<file path="config.mk">
export PLATFORM = sky130hd
export DESIGN_NAME = spi_cmd_engine_flat
export DESIGN_NICKNAME = d
export VERILOG_FILES = /design/src/rtl/spi_cmd_engine_if.sv /design/src/rtl/spi_cmd_engine.sv /design/src/flat_wrapper.sv
export SDC_FILE = /design/constraint.sdc
export NUM_CORES = 1
export LEC_CHECK = 0
export CAP_MARGIN = 20
export CORE_ASPECT_RATIO = 1.2
export CORE_MARGIN = 2
export CORE_UTILIZATION = 35
export DETAILED_ROUTE_END_ITERATION = 10
export GPL_TIMING_DRIVEN = 0
export PLACE_DENSITY_LB_ADDON = 0.15
export SYNTH_ARGS = -nofsm -noshare
export SYNTH_HDL_FRONTEND = slang
export SYNTH_SLANG_ARGS = --single-unit
</file>
<file path="constraint.sdc">
create_clock -name clk -period 3.87 [get_ports clk]
set_clock_uncertainty 0.15 [all_clocks]
set_input_delay 0.9675 -clock clk [delete_from_list [all_inputs] [get_ports clk]]
set_output_delay 0.9675 -clock clk [all_outputs]
set_load 0.05 [all_outputs]
</file>
<file path="src/rtl/spi_cmd_engine_if.sv">
// Single-byte memory bus between spi_cmd_engine (master) and the register/memory fabric (slave).
interface spi_cmd_engine_if;
    logic        mem_req;
    logic        mem_we;
    logic [15:0] mem_addr;
    logic [7:0]  mem_wdata;
    logic        mem_ack;
    logic [7:0]  mem_rdata;

    modport master (output mem_req, mem_we, mem_addr, mem_wdata, input mem_ack, mem_rdata);
    modport slave  (input mem_req, mem_we, mem_addr, mem_wdata, output mem_ack, mem_rdata);
endinterface

</file>
<file path="src/rtl/spi_cmd_engine.sv">
// SPI command parser turning framed read/write commands into single-byte bus transactions.
// Optional SPI_CMD_ERRCNT_EN adds a saturating error counter readable with CMD 0x03.
module spi_cmd_engine (
    input  logic               clk,
    input  logic               rst_n,
    input  logic               ssel_n,
    input  logic               data_ready,
    input  logic [7:0]         data_recv,
    output logic [7:0]         data_send,
    spi_cmd_engine_if.master   bus,
    output logic               busy,
    output logic               err
);

    typedef enum logic [2:0] {
        IDLE, ADDR_HI, ADDR_LO, LEN, DUMMY, WDATA, RDATA, DISCARD
    } state_t;

    state_t      state;
    logic [15:0] addr;
    logic [8:0]  len_cnt;
    logic [8:0]  fetch_cnt;
    logic [7:0]  next_buf;
    logic        next_valid;
    logic        rd_keep;
    logic        is_write;
    logic        ssel_q;

    logic        active;
    logic        bus_free;
    logic        rd_ack;
    logic        consume;
    logic        buf_full_next;
    logic        issue_rd;
    logic        wr_issue;
    logic        overrun;
    logic        underrun;
    logic [7:0]  send_byte;

    // At most one of {valid next_buf, read in flight} exists, so a read is only issued once both are gone.
    assign active        = !ssel_n;
    assign bus_free      = !bus.mem_req || bus.mem_ack;
    assign rd_ack        = bus.mem_req && bus.mem_ack && !bus.mem_we && rd_keep;
    assign consume       = active && data_ready &&
                           (state == DUMMY || (state == RDATA && len_cnt != 9'd1));
    assign buf_full_next = (next_valid || rd_ack) && !consume;
    assign issue_rd      = active && (state == DUMMY || state == RDATA) &&
                           fetch_cnt != 9'd0 && bus_free && !buf_full_next;
    assign wr_issue      = active && data_ready && state == WDATA && bus_free;
    assign overrun       = active && data_ready && state == WDATA && !bus_free;
    assign underrun      = consume && !next_valid && !rd_ack;
    assign send_byte     = next_valid ? next_buf : (rd_ack ? bus.mem_rdata : 8'hEE);
    assign busy          = (state != IDLE);

`ifdef SPI_CMD_ERRCNT_EN
    logic [7:0] err_cnt;
    logic       cnt_inc;
    logic       cnt_clr;
    logic       unknown_cmd;

    assign unknown_cmd = active && data_ready && state == IDLE &&
                         data_recv != 8'h01 && data_recv != 8'h02 && data_recv != 8'h03;
    assign cnt_clr     = active && data_ready && state == IDLE && data_recv == 8'h03;
    assign cnt_inc     = overrun || underrun || unknown_cmd ||
                         (ssel_n && (state == DUMMY || state == WDATA || state == RDATA));

    always_ff @(posedge clk) begin
        if (!rst_n) begin
            err_cnt <= 8'h00;
        end else if (cnt_clr) begin
            err_cnt <= 8'h00;
        end else if (cnt_inc && err_cnt != 8'hFF) begin
            err_cnt <= err_cnt + 8'd1;
        end
    end
`endif

    always_ff @(posedge clk) begin
        if (!rst_n) begin
            state         <= IDLE;
            addr          <= 16'h0000;
            len_cnt       <= 9'd0;
            fetch_cnt     <= 9'd0;
            next_buf      <= 8'h00;
            next_valid    <= 1'b0;
            rd_keep       <= 1'b0;
            is_write      <= 1'b0;
            ssel_q        <= 1'b1;
            data_send     <= 8'h00;
            err           <= 1'b0;
            bus.mem_req   <= 1'b0;
            bus.mem_we    <= 1'b0;
            bus.mem_addr  <= 16'h0000;
            bus.mem_wdata <= 8'h00;
        end else begin
            ssel_q <= ssel_n;
            if (ssel_q && !ssel_n)
                err <= 1'b0;
            if (overrun || underrun)
                err <= 1'b1;

            if (bus.mem_ack)
                bus.mem_req <= 1'b0;
            if (rd_ack) begin
                next_buf   <= bus.mem_rdata;
                next_valid <= 1'b1;
            end
            if (consume)
                next_valid <= 1'b0;

            if (issue_rd) begin
                bus.mem_req  <= 1'b1;
                bus.mem_we   <= 1'b0;
                bus.mem_addr <= addr;
                addr         <= addr + 16'd1;
                fetch_cnt    <= fetch_cnt - 9'd1;
                rd_keep      <= 1'b1;
            end
            if (wr_issue) begin
                bus.mem_req   <= 1'b1;
                bus.mem_we    <= 1'b1;
                bus.mem_addr  <= addr;
                bus.mem_wdata <= data_recv;
                addr          <= addr + 16'd1;
            end

            // Deselect aborts the frame; any in-flight request finishes but its read data is dropped.
            if (ssel_n) begin
                state      <= IDLE;
                data_send  <= 8'h00;
                rd_keep    <= 1'b0;
                next_valid <= 1'b0;
            end else if (data_ready) begin
                data_send <= 8'h00;
                case (state)
                    IDLE: begin
                        case (data_recv)
                            8'h01: begin is_write <= 1'b1; state <= ADDR_HI; end
                            8'h02: begin is_write <= 1'b0; state <= ADDR_HI; end
`ifdef SPI_CMD_ERRCNT_EN
                            8'h03: begin data_send <= err_cnt; state <= DISCARD; end
`endif
                            default: state <= DISCARD;
                        endcase
                    end
                    ADDR_HI: begin addr[15:8] <= data_recv; state <= ADDR_LO; end
                    ADDR_LO: begin addr[7:0]  <= data_recv; state <= LEN; end
                    LEN: begin
                        len_cnt   <= {data_recv == 8'h00, data_recv};
                        fetch_cnt <= {data_recv == 8'h00, data_recv};
                        state     <= is_write ? WDATA : DUMMY;
                    end
                    DUMMY: begin
                        data_send <= send_byte;
                        state     <= RDATA;
                    end
                    WDATA: begin
                        len_cnt <= len_cnt - 9'd1;
                        if (len_cnt == 9'd1)
                            state <= DISCARD;
                    end
                    RDATA: begin
                        len_cnt <= len_cnt - 9'd1;
                        if (len_cnt == 9'd1)
                            state <= DISCARD;
                        else
                            data_send <= send_byte;
                    end
                    DISCARD: state <= DISCARD;
                endcase
            end
        end
    end

endmodule

</file>
<file path="src/flat_wrapper.sv">
// flat-port wrapper written by rule: the top's interface ports become plain ports
module spi_cmd_engine_flat 
  (clk, rst_n, ssel_n, data_ready, data_recv, data_send, busy, err, bus_mem_req, bus_mem_we, bus_mem_addr, bus_mem_wdata, bus_mem_ack, bus_mem_rdata);
  spi_cmd_engine_if bus_i ();
  input  logic clk;
  input  logic rst_n;
  input  logic ssel_n;
  input  logic data_ready;
  input  logic [7:0] data_recv;
  output logic [7:0] data_send;
  output logic busy;
  output logic err;
  output wire logic [$bits(bus_i.mem_req)-1:0] bus_mem_req;
  output wire logic [$bits(bus_i.mem_we)-1:0] bus_mem_we;
  output wire logic [$bits(bus_i.mem_addr)-1:0] bus_mem_addr;
  output wire logic [$bits(bus_i.mem_wdata)-1:0] bus_mem_wdata;
  input wire logic [$bits(bus_i.mem_ack)-1:0] bus_mem_ack;
  input wire logic [$bits(bus_i.mem_rdata)-1:0] bus_mem_rdata;
  assign bus_mem_req = bus_i.mem_req;
  assign bus_mem_we = bus_i.mem_we;
  assign bus_mem_addr = bus_i.mem_addr;
  assign bus_mem_wdata = bus_i.mem_wdata;
  assign bus_i.mem_ack = bus_mem_ack;
  assign bus_i.mem_rdata = bus_mem_rdata;
  spi_cmd_engine u_core (.clk(clk), .rst_n(rst_n), .ssel_n(ssel_n), .data_ready(data_ready), .data_recv(data_recv), .data_send(data_send), .bus(bus_i), .busy(busy), .err(err));
endmodule
</file>
# == Yosys cells after proc, flatten, opt, wreduce, memory -nomap -nowiden ==
# Index checks and enable logic that the tools add are counted.
# word_totals
word_cells,107
out_inout_bits,36
in_bits,21
register_bits,84
# classes
bitwise,2
mux,29
addsub,3
n_eq_ne,12
n_reduce_logical,46
# ops
cell,n
two-way mux 16 bit,6
two-way mux 8 bit,5
two-way mux 9 bit,4
one-hot mux 3 bit (7 select lines),1
one-hot mux 9 bit (2 select lines),1
"subtractor 9 x 1 -> 9 bit, second input constant",2
logical AND 1 bit,17
"adder 16 x 1 -> 16 bit, second input constant",1
one-hot mux 8 bit (2 select lines),1
"equality test 3 bit, second input constant",4
"equality test 9 x 1 -> 1 bit, second input constant",1
"inequality test 9 x 1 -> 1 bit, second input constant",1
nonzero test 9 bit,1
"equality test 8 x 1 -> 1 bit, second input constant",1
"equality test 8 x 2 -> 1 bit, second input constant",1
logical NOT 1 bit,8
logical NOT 8 bit,1
two-way mux 1 bit,8
nonzero test 2 bit,4
"equality test 3 x 2 -> 1 bit, second input constant",2
two-way mux 3 bit,2
nonzero test 3 bit,2
OR reduction 2 bit,3
logical OR 1 bit,5
other kinds (9),10

# == Longest topological paths before layout ==
# Gate-level depths: netlist of run 1.
# depth
ltp_word,13
ltp_mapped,9
ltp_nobuf,8

# == Worst setup path before layout of run 1 ==
# Ideal clock, no wire load.
# synth_path
path_type,input port to flip-flop
startpoint,in bus_mem_ack
endpoint,reg u_core.addr[15]
setup_ns,0.074
arrival_time_ns,2.525
setup_slack_ns,1.121
stages,7
n_path_buf,1
required_time_ns,3.646
path_cell_list,and4b_1 clkbuf_1 nor2_1 o211a_4 nor2_4 or4_1 a31oi_1
# synth_between
elab_chain_len,12
word_cells_on_any_way,15
classes_between,mux (5); reduce/logical (10)
# synth_lines
element,line_no,text
start: declaration,flat_wrapper.sv:17,input wire logic [$bits(bus_i.mem_ack)-1:0] bus_mem_ack;
logical AND 1 bit (3 in series),spi_cmd_engine.sv:43,assign rd_ack = bus.mem_req && bus.mem_ack && !bus.mem_we && rd_keep;
logical OR 1 bit,spi_cmd_engine.sv:46,assign buf_full_next = (next_valid || rd_ack) && !consume;
logical AND 1 bit,spi_cmd_engine.sv:46,
logical NOT 1 bit,spi_cmd_engine.sv:48,fetch_cnt != 9'd0 && bus_free && !buf_full_next;
logical AND 1 bit,spi_cmd_engine.sv:48,
two-way mux 16 bit,spi_cmd_engine.sv:111,if (issue_rd) begin
two-way mux 16 bit *,spi_cmd_engine.sv:119,if (wr_issue) begin
two-way mux 8 bit,spi_cmd_engine.sv:135,case (state)
two-way mux 16 bit,spi_cmd_engine.sv:133,end else if (data_ready) begin
two-way mux 16 bit *,spi_cmd_engine.sv:128,if (ssel_n) begin
end signal: assignment,spi_cmd_engine.sv:115,addr <= addr + 16'd1;
end signal: assignment,spi_cmd_engine.sv:124,addr <= addr + 16'd1;
end: declaration,spi_cmd_engine.sv:20,logic [15:0] addr;
# Every way passes the cells marked *; elsewhere a longest branch is shown, timed or not.
# A chain may end at the register's enable or synchronous reset.

# == Worst setup path after layout of run 1 ==
# layout_path
startpoint,in ssel_n
endpoint,reg u_core.addr[5]
# layout_between
elab_chain_len,12
word_cells_on_any_way,17
classes_between,mux (5); reduce/logical (12)
# layout_lines
element,line_no,text
start: declaration,flat_wrapper.sv:7,input logic ssel_n;
logical NOT 1 bit,spi_cmd_engine.sv:41,assign active = !ssel_n;
logical AND 1 bit,"spi_cmd_engine.sv:44, spi_cmd_engine.sv:49",
logical AND 1 bit,spi_cmd_engine.sv:44,assign consume = active && data_ready &&
logical NOT 1 bit,spi_cmd_engine.sv:46,
logical AND 1 bit,spi_cmd_engine.sv:46,
logical NOT 1 bit,spi_cmd_engine.sv:48,
logical AND 1 bit,spi_cmd_engine.sv:48,
two-way mux 16 bit,spi_cmd_engine.sv:111,
two-way mux 16 bit,spi_cmd_engine.sv:119,
two-way mux 8 bit,spi_cmd_engine.sv:135,
two-way mux 16 bit,spi_cmd_engine.sv:133,
two-way mux 16 bit *,spi_cmd_engine.sv:128,
# Marked as above.

==> flow_metrics.py, run 1 <==
metrics = {
    "run_status": {
        "status": "complete, no violations",
    },
    "global_routing": {
        "grt_usage_pct": 19.2,
        "grt_max_degree": 14,
        "grt_pass1_vias": 3682,
        "grt_overflow": 0,
        "antenna_found_initial": 0,
        "grt_pass1_wl_microns": 18800,
    },
    "clock_network": {
        "htree_levels": 3,
        "hold_buffers": 0,
        "clock_path_buffers": 2,
        "cts_made_buffers": 9,
        "clk_pin_slew_ns": 0.06,
        "root_buffer": "clkbuf_16",
        "cts_tree": "done",
        "ctsResizeCount": 0,
        "clock-sinks": 84,
        "clk_latency_ns": 0.34,
        "post_cts_buffers": 0,
    },
    "floorplanning": {
        "start_util_pct": 35.4,
        "row_count": 43,
        "fp.dieW_microns": 102,
        "core_sq_um": 11500,
        "dieArea_sq_um": 12500,
        "die_h_microns": 122,
        "pin_count": 57,
    },
    "power_and_ir_drop": {
        "switching_share_pct": 22.4,
        "power.density_nw_per_um2": 382,
        "power_frac_clock_pct": 48.2,
        "power.total_mw": 1.96,
        "combPwrFrac_pct": 6.8,
        "power_frac_seq_pct": 45.0,
        "p_leak_nw": 1.69,
        "intPower_mw": 1.52,
        "ir_drop_mv": 0.234,
        "p_sw_mw": 0.438,
    },
    "yosys": {
        "synth_area_leader_cell": "dfxtp_1",
        "synth_edf_count": 0,
        "synth_cells": 524,
        "syn_nets": 549,
        "avgSynthCellArea_sq_um": 7.75,
        "synth_most_common_cell": "nand2_1",
        "ys_ff_latch": 84,
        "synth_commonest_cells": "nand2_1 (103), dfxtp_1 (84), a21oi_1 (73)",
        "yosysUniqueCellTypes": 57,
        "yosys_warnings": 0,
        "syn_area_sq_um": 4060,
        "netlist_top_cells_area": "dfxtp_1 (41%), nand2_1 (9.5%), a21oi_1 (9.0%)",
        "seq_area_frac_synth_pct": 41.4,
        "async_flop_share_pct": 0,
        "synth_top_area_share_pct": 41.4,
        "ys.flop_type": "dfxtp_1",
    },
    "timing": {
        "tns_ns": 0,
        "setup_ws_ns": 0.669,
        "clock.fmax_ghz": 0.312,
        "rsz0062_at_grt": "no",
        "worst_pin_slew_ns": 0.791,
        "drv_slew": 0,
        "finalSetupViolations": 0,
        "fin_crit_ns": 3.20,
        "post-route-period-util_pct": 82.7,
        "holdWs_ns": 0.299,
        "maxSlewHeadroom_pct": 46.8,
        "hold_viol": 0,
    },
    "layout": {
        "antennaDiodeCount": 0,
        "area_growth_pct": 26.2,
        "fin_area_sq_um": 5120,
        "fin_cells": 750,
        "drive_gt1_share_pct": 5.90,
        "nNetsFinal": 614,
        "final_util_pct": 44.7,
    },
    "routing": {
        "first_pass_iters": 4,
        "drtIter0Drc": 252,
        "drt-total-wl_microns": 11500,
        "wl_per_cell_microns": 15.3,
        "drc": 0,
        "ant_nets": 0,
        "dr_total_vias": 3919,
        "vias_per_cell": 5.23,
    },
    "placement": {
        "dpl-instance-area_sq_um": 4800,
        "dp.cells": 735,
        "dp_hpwl_microns": 8220,
        "io_buffers": 54,
        "dp_slack_ns": 0.356,
        "gp_congestion": 0.899,
    },
    "min_path": {
        "hold_class": "flip-flop to flip-flop",
    },
    "worst_setup_path": {
        "critPathLaunchType": "input pin",
        "crit_fanout": 10,
        "worstSetupPathType": "input pin to flip-flop",
        "required_ns": 3.93,
        "arrival_ns": 3.26,
        "crit_path_end_kind": "flip-flop",
    },
    "flow_run": {
        "maxCapViolations": 0,
    },
}
[worst max-delay path, cell delays in order]
cell and delay (ns):
clkdlybuf4s50_1 0.52, nor3b_1 0.55, nand3_1 0.39, clkbuf_1 0.35
a21oi_1 0.26, xnor2_1 0.14, a21oi_1 0.08
[per-layer routing]
| metal | track usage, % | vias up | part of all wire (%) | routed length [microns] |
|---|---|---|---|---|
| met5 | 0 | - | 0 | 0 |
| met4 | 7.58 | 0 | 2.2 | 250 |
| met3 | 2.93 | 18 | 4.1 | 468 |
| met2 | 29.7 | 100 | 46 | 5240 |
| met1 | 26.9 | 1840 | 48 | 5550 |
| li1 | - | 1961 | - | - |
[power by group through the flow]
stage,combinational (mW),sequential [mW],clock (mW)
finish,0.132,0.881,0.943
global route,0.144,0.881,0.987
detailed placement,0.131,0.900,0
floorplan,0.0705,0.902,0
CTS,0.132,0.880,0.961
global placement,0.130,0.899,0
[flip-flops by register name, summed over array words and instances (netlist names)]
| register | flops |
|---|---|
| u_core.is_write | 1 |
| u_core.bus.mem_wdata | 8 |
| u_core.err | 1 |
| u_core.fetch_cnt | 9 |
| u_core.bus.mem_req | 1 |
| u_core.rd_keep | 1 |
| u_core.ssel_q | 1 |
| u_core.len_cnt | 9 |
| u_core.next_buf | 8 |
| u_core.state | 3 |
| u_core.bus.mem_we | 1 |
| u_core.next_valid | 1 |
| u_core.data_send | 8 |
| u_core.addr | 16 |
| u_core.bus.mem_addr | 16 |
[final timing paths]
| kind | startpoint | end | slack, ns | cells after the start |
|---|---|---|---|---|
| max | ssel_n | u_core.addr[5]$_SDFF_PN0_ | 0.67 | 7 |
| min | u_core.bus.mem_addr[5]$_SDFFE_PN0P_ | u_core.bus.mem_addr[5]$_SDFFE_PN0P_ | 0.30 | 2 |
| max reg2reg | u_core.len_cnt[1]$_SDFFE_PN0P_ | u_core.addr[5]$_SDFF_PN0_ | 1.26 | 9 |
| min reg2reg | u_core.bus.mem_addr[5]$_SDFFE_PN0P_ | u_core.bus.mem_addr[5]$_SDFFE_PN0P_ | 0.30 | 2 |
[area by class of cell]
class,instances,area [sq um]
clock buffer,11,253
tap,157,196
clock inverter,4,72.6
sequential,84,1680
inverter,12,45.0
multi-input combinational,392,2170
timing repair buffer,54,541
fill,1183,6340
buffer,36,160
[cell usage in the layout, fill, tap and decap left out, types with 3 or more instances in the layout]
cell type        netlist  final
nand2_1              103    103
dfxtp_1               84     84
a21oi_1               73     73
clkdlybuf4s50_1        0     54
o21ai_0               40     40
nor2_1                32     32
clkbuf_1              28     28
nand3_1               18     18
inv_1                 12     12
xnor2_1               12     12
nand2b_1              11     11
clkbuf_16              0      9
a211oi_1               7      7
or3_1                  6      6
nor3_1                 6      6
and3_1                 5      5
and2_1                 5      5
a31oi_1                5      5
o211ai_1               5      5
nor4_1                 5      5
mux2i_1                4      4
ha_1                   4      4
xor2_1                 3      3
nor2b_1                3      3
o32ai_1                3      3
a221oi_1               3      3
a22oi_1                3      3
and4_1                 3      3
[cell families (layout without fill, tap and decap cells)]
logic type      Yosys count  in the layout  share of synthesized area (%)
flops                    84             84                           41.4
simple gates            213            213                           24.9
compound gates          156            156                           23.1
xor+xnor                 15             15                           3.24
buf+inv                  48            117                           5.05
fa+ha+maj                 4              4                           1.23
mux                       4              4                          0.986
(Power assumes the default switching activity.)
==> inputs of run 2 (changes only) <==
clock period = 3.2 ns   (was 3.87 ns; I/O delays follow)
==> run 2 against run 1 <==
- count of clock-buffer cells in the layout is the same
- hold slack barely moved
- routed wire length barely moved
- sequential share of layout area unchanged
- first-iteration DRC count did not move
- non-clock buffer count is the same
- highest routed layer unchanged
==> flow_metrics.py, run 2 (synthesis gave the netlist of run 1 again) <==
metrics = {
    "clock_network": {
        "post_cts_buffers": 0,
        "clk_latency_ns": 0.34,
        "clock_path_buffers": 2,
        "clk_pin_slew_ns": 0.06,
        "cts_tree": "done",
        "cts_made_buffers": 9,
        "clock-sinks": 84,
        "root_buffer": "clkbuf_16",
        "htree_levels": 3,
    },
    "timing": {
        "finalSetupViolations": 0,
        "clock.fmax_ghz": 0.332,
        "fin_crit_ns": 3.01,
        "worst_pin_slew_ns": 0.651,
        "post-route-period-util_pct": 94.2,
        "drv_slew": 0,
        "hold_viol": 0,
        "holdWs_ns": 0.299,
        "maxSlewHeadroom_pct": 56.6,
        "rsz0062_at_grt": "no",
    },
    "run_status": {
        "status": "complete, no violations",
    },
    "worst_setup_path": {
        "crit_fanout": 10,
        "worstSetupPathType": "input pin to flip-flop",
        "setup.worst_path.end": "u_core.addr[5]$_SDFF_PN0_",
        "reg2reg_depth": 9,
        "arrival_ns": 3.07,
        "ff2ff_setup_slack_ns": 0.59,
        "crit_path_end_kind": "flip-flop",
        "critPathLaunchType": "input pin",
        "r2r_end": "u_core.addr[5]$_SDFF_PN0_",
        "r2r_start": "u_core.len_cnt[1]$_SDFFE_PN0P_",
        "critPathLaunch": "ssel_n",
        "required_ns": 3.26,
    },
    "placement": {
        "dp_hpwl_microns": 8220,
        "dpl-instance-area_sq_um": 4800,
        "io_buffers": 54,
        "dp.cells": 735,
        "gp_congestion": 0.899,
    },
    "layout": {
        "final_cell_mix": "nand2_1 (103), dfxtp_1 (84), a21oi_1 (73)",
        "nFillCells": 1183,
        "drive_gt1_share_pct": 5.90,
        "top_regs": "u_core.addr (16), u_core.bus.mem_addr (16)",
        "area_growth_pct": 26.2,
        "final_common_cell": "nand2_1",
        "antennaDiodeCount": 0,
        "multiInputGateArea_sq_um": 2170,
        "nNetsFinal": 614,
        "fin_area_sq_um": 5120,
        "fin_cells": 750,
        "register_area_sq_um": 1680,
    },
    "routing": {
        "first_pass_iters": 4,
        "drtIter0Drc": 252,
        "dr_total_vias": 3914,
        "drc": 0,
        "wl_per_cell_microns": 15.4,
        "drt-total-wl_microns": 11500,
        "vias_per_cell": 5.22,
        "ant_nets": 0,
    },
    "floorplanning": {
        "core_sq_um": 11500,
        "dieArea_sq_um": 12500,
        "die_h_microns": 122,
        "row_count": 43,
        "fp.dieW_microns": 102,
        "pin_count": 57,
        "start_util_pct": 35.4,
    },
    "global_routing": {
        "grt_overflow": 0,
        "grt_max_degree": 14,
        "grt_pass1_vias": 3682,
        "grt_pass1_wl_microns": 18800,
        "grt_usage_pct": 19.2,
        "antenna_found_initial": 0,
    },
    "power_and_ir_drop": {
        "ir_drop_mv": 0.283,
        "p_leak_nw": 1.69,
        "power.density_nw_per_um2": 461,
        "power.total_mw": 2.36,
    },
    "flow_run": {
        "maxCapViolations": 0,
    },
    "min_path": {
        "hold_class": "flip-flop to flip-flop",
    },
}
run 2: layout make-up:
type | instances | share of cell area, %
inverter | 12 | 0.879
tap | 157 | 3.83
clock buffer | 11 | 4.93
sequential | 84 | 32.8
clock inverter | 4 | 1.42
timing repair buffer | 54 | 10.6
multi-input combinational | 392 | 42.4
buffer | 36 | 3.13
run 2: what timing repair did:
action | in CTS | in global routing
hold buffers | 0 | 0
resized for setup | 0 | 1
endpoints found under the setup margin | 0 | 2
run 2: stage by stage:
| step | setup TNS [ns] | setup slack [ns] | utilization (%) |
|---|---|---|---|
| 3_5_place_dp | -1.10 | -0.147 | 41.9 |
| 5_1_grt | 0 | 0.0110 | 44.7 |
| 6_report | 0 | 0.186 | 44.7 |
| 3_3_place_gp | -1.12 | -0.131 | 41.9 |
| 4_1_cts | 0 | 0.194 | 44.7 |
| 2_1_floorplan | 0 | 0.619 | - |
run 2: worst max-delay path: stages:
cell	delay [ns]
clkdlybuf4s50_1	0.52
nor3b_1	0.54
nand3_1	0.37
clkbuf_1	0.35
a21oi_1	0.26
xnor2_1	0.14
a21oi_1	0.08
run 2: where the power goes:
part	internal, mW	total, mW	leakage (nW)	switching [mW]
registers	1.06	1.06	0.678	0.00940
clock network	0.720	1.14	0.158	0.418
logic	0.0595	0.160	0.850	0.101
run 2: metal layers:
layer,wire length (microns),global-route usage [%],vias to the layer above
li1,-,-,1959
met1,5570,26.9,1845
met2,5260,29.7,93
met3,450,2.93,17
met4,230,7.58,0
met5,0,0,-
run 2: worst min-delay path by stage:
stage,from,end,cells after the start
6_report,u_core.bus.mem_addr[5]$_SDFFE_PN0P_,u_core.bus.mem_addr[5]$_SDFFE_PN0P_,2
5_1_grt,u_core.bus.mem_addr[5]$_SDFFE_PN0P_,u_core.bus.mem_addr[5]$_SDFFE_PN0P_,2
4_1_cts,u_core.bus.mem_addr[5]$_SDFFE_PN0P_,u_core.bus.mem_addr[5]$_SDFFE_PN0P_,2
3_5_place_dp,u_core.bus.mem_addr[1]$_SDFFE_PN0P_,u_core.bus.mem_addr[1]$_SDFFE_PN0P_,2
3_3_place_gp,u_core.bus.mem_addr[6]$_SDFFE_PN0P_,u_core.bus.mem_addr[6]$_SDFFE_PN0P_,2
2_1_floorplan,u_core.rd_keep$_SDFFE_PP0P_,u_core.rd_keep$_SDFFE_PP0P_,2
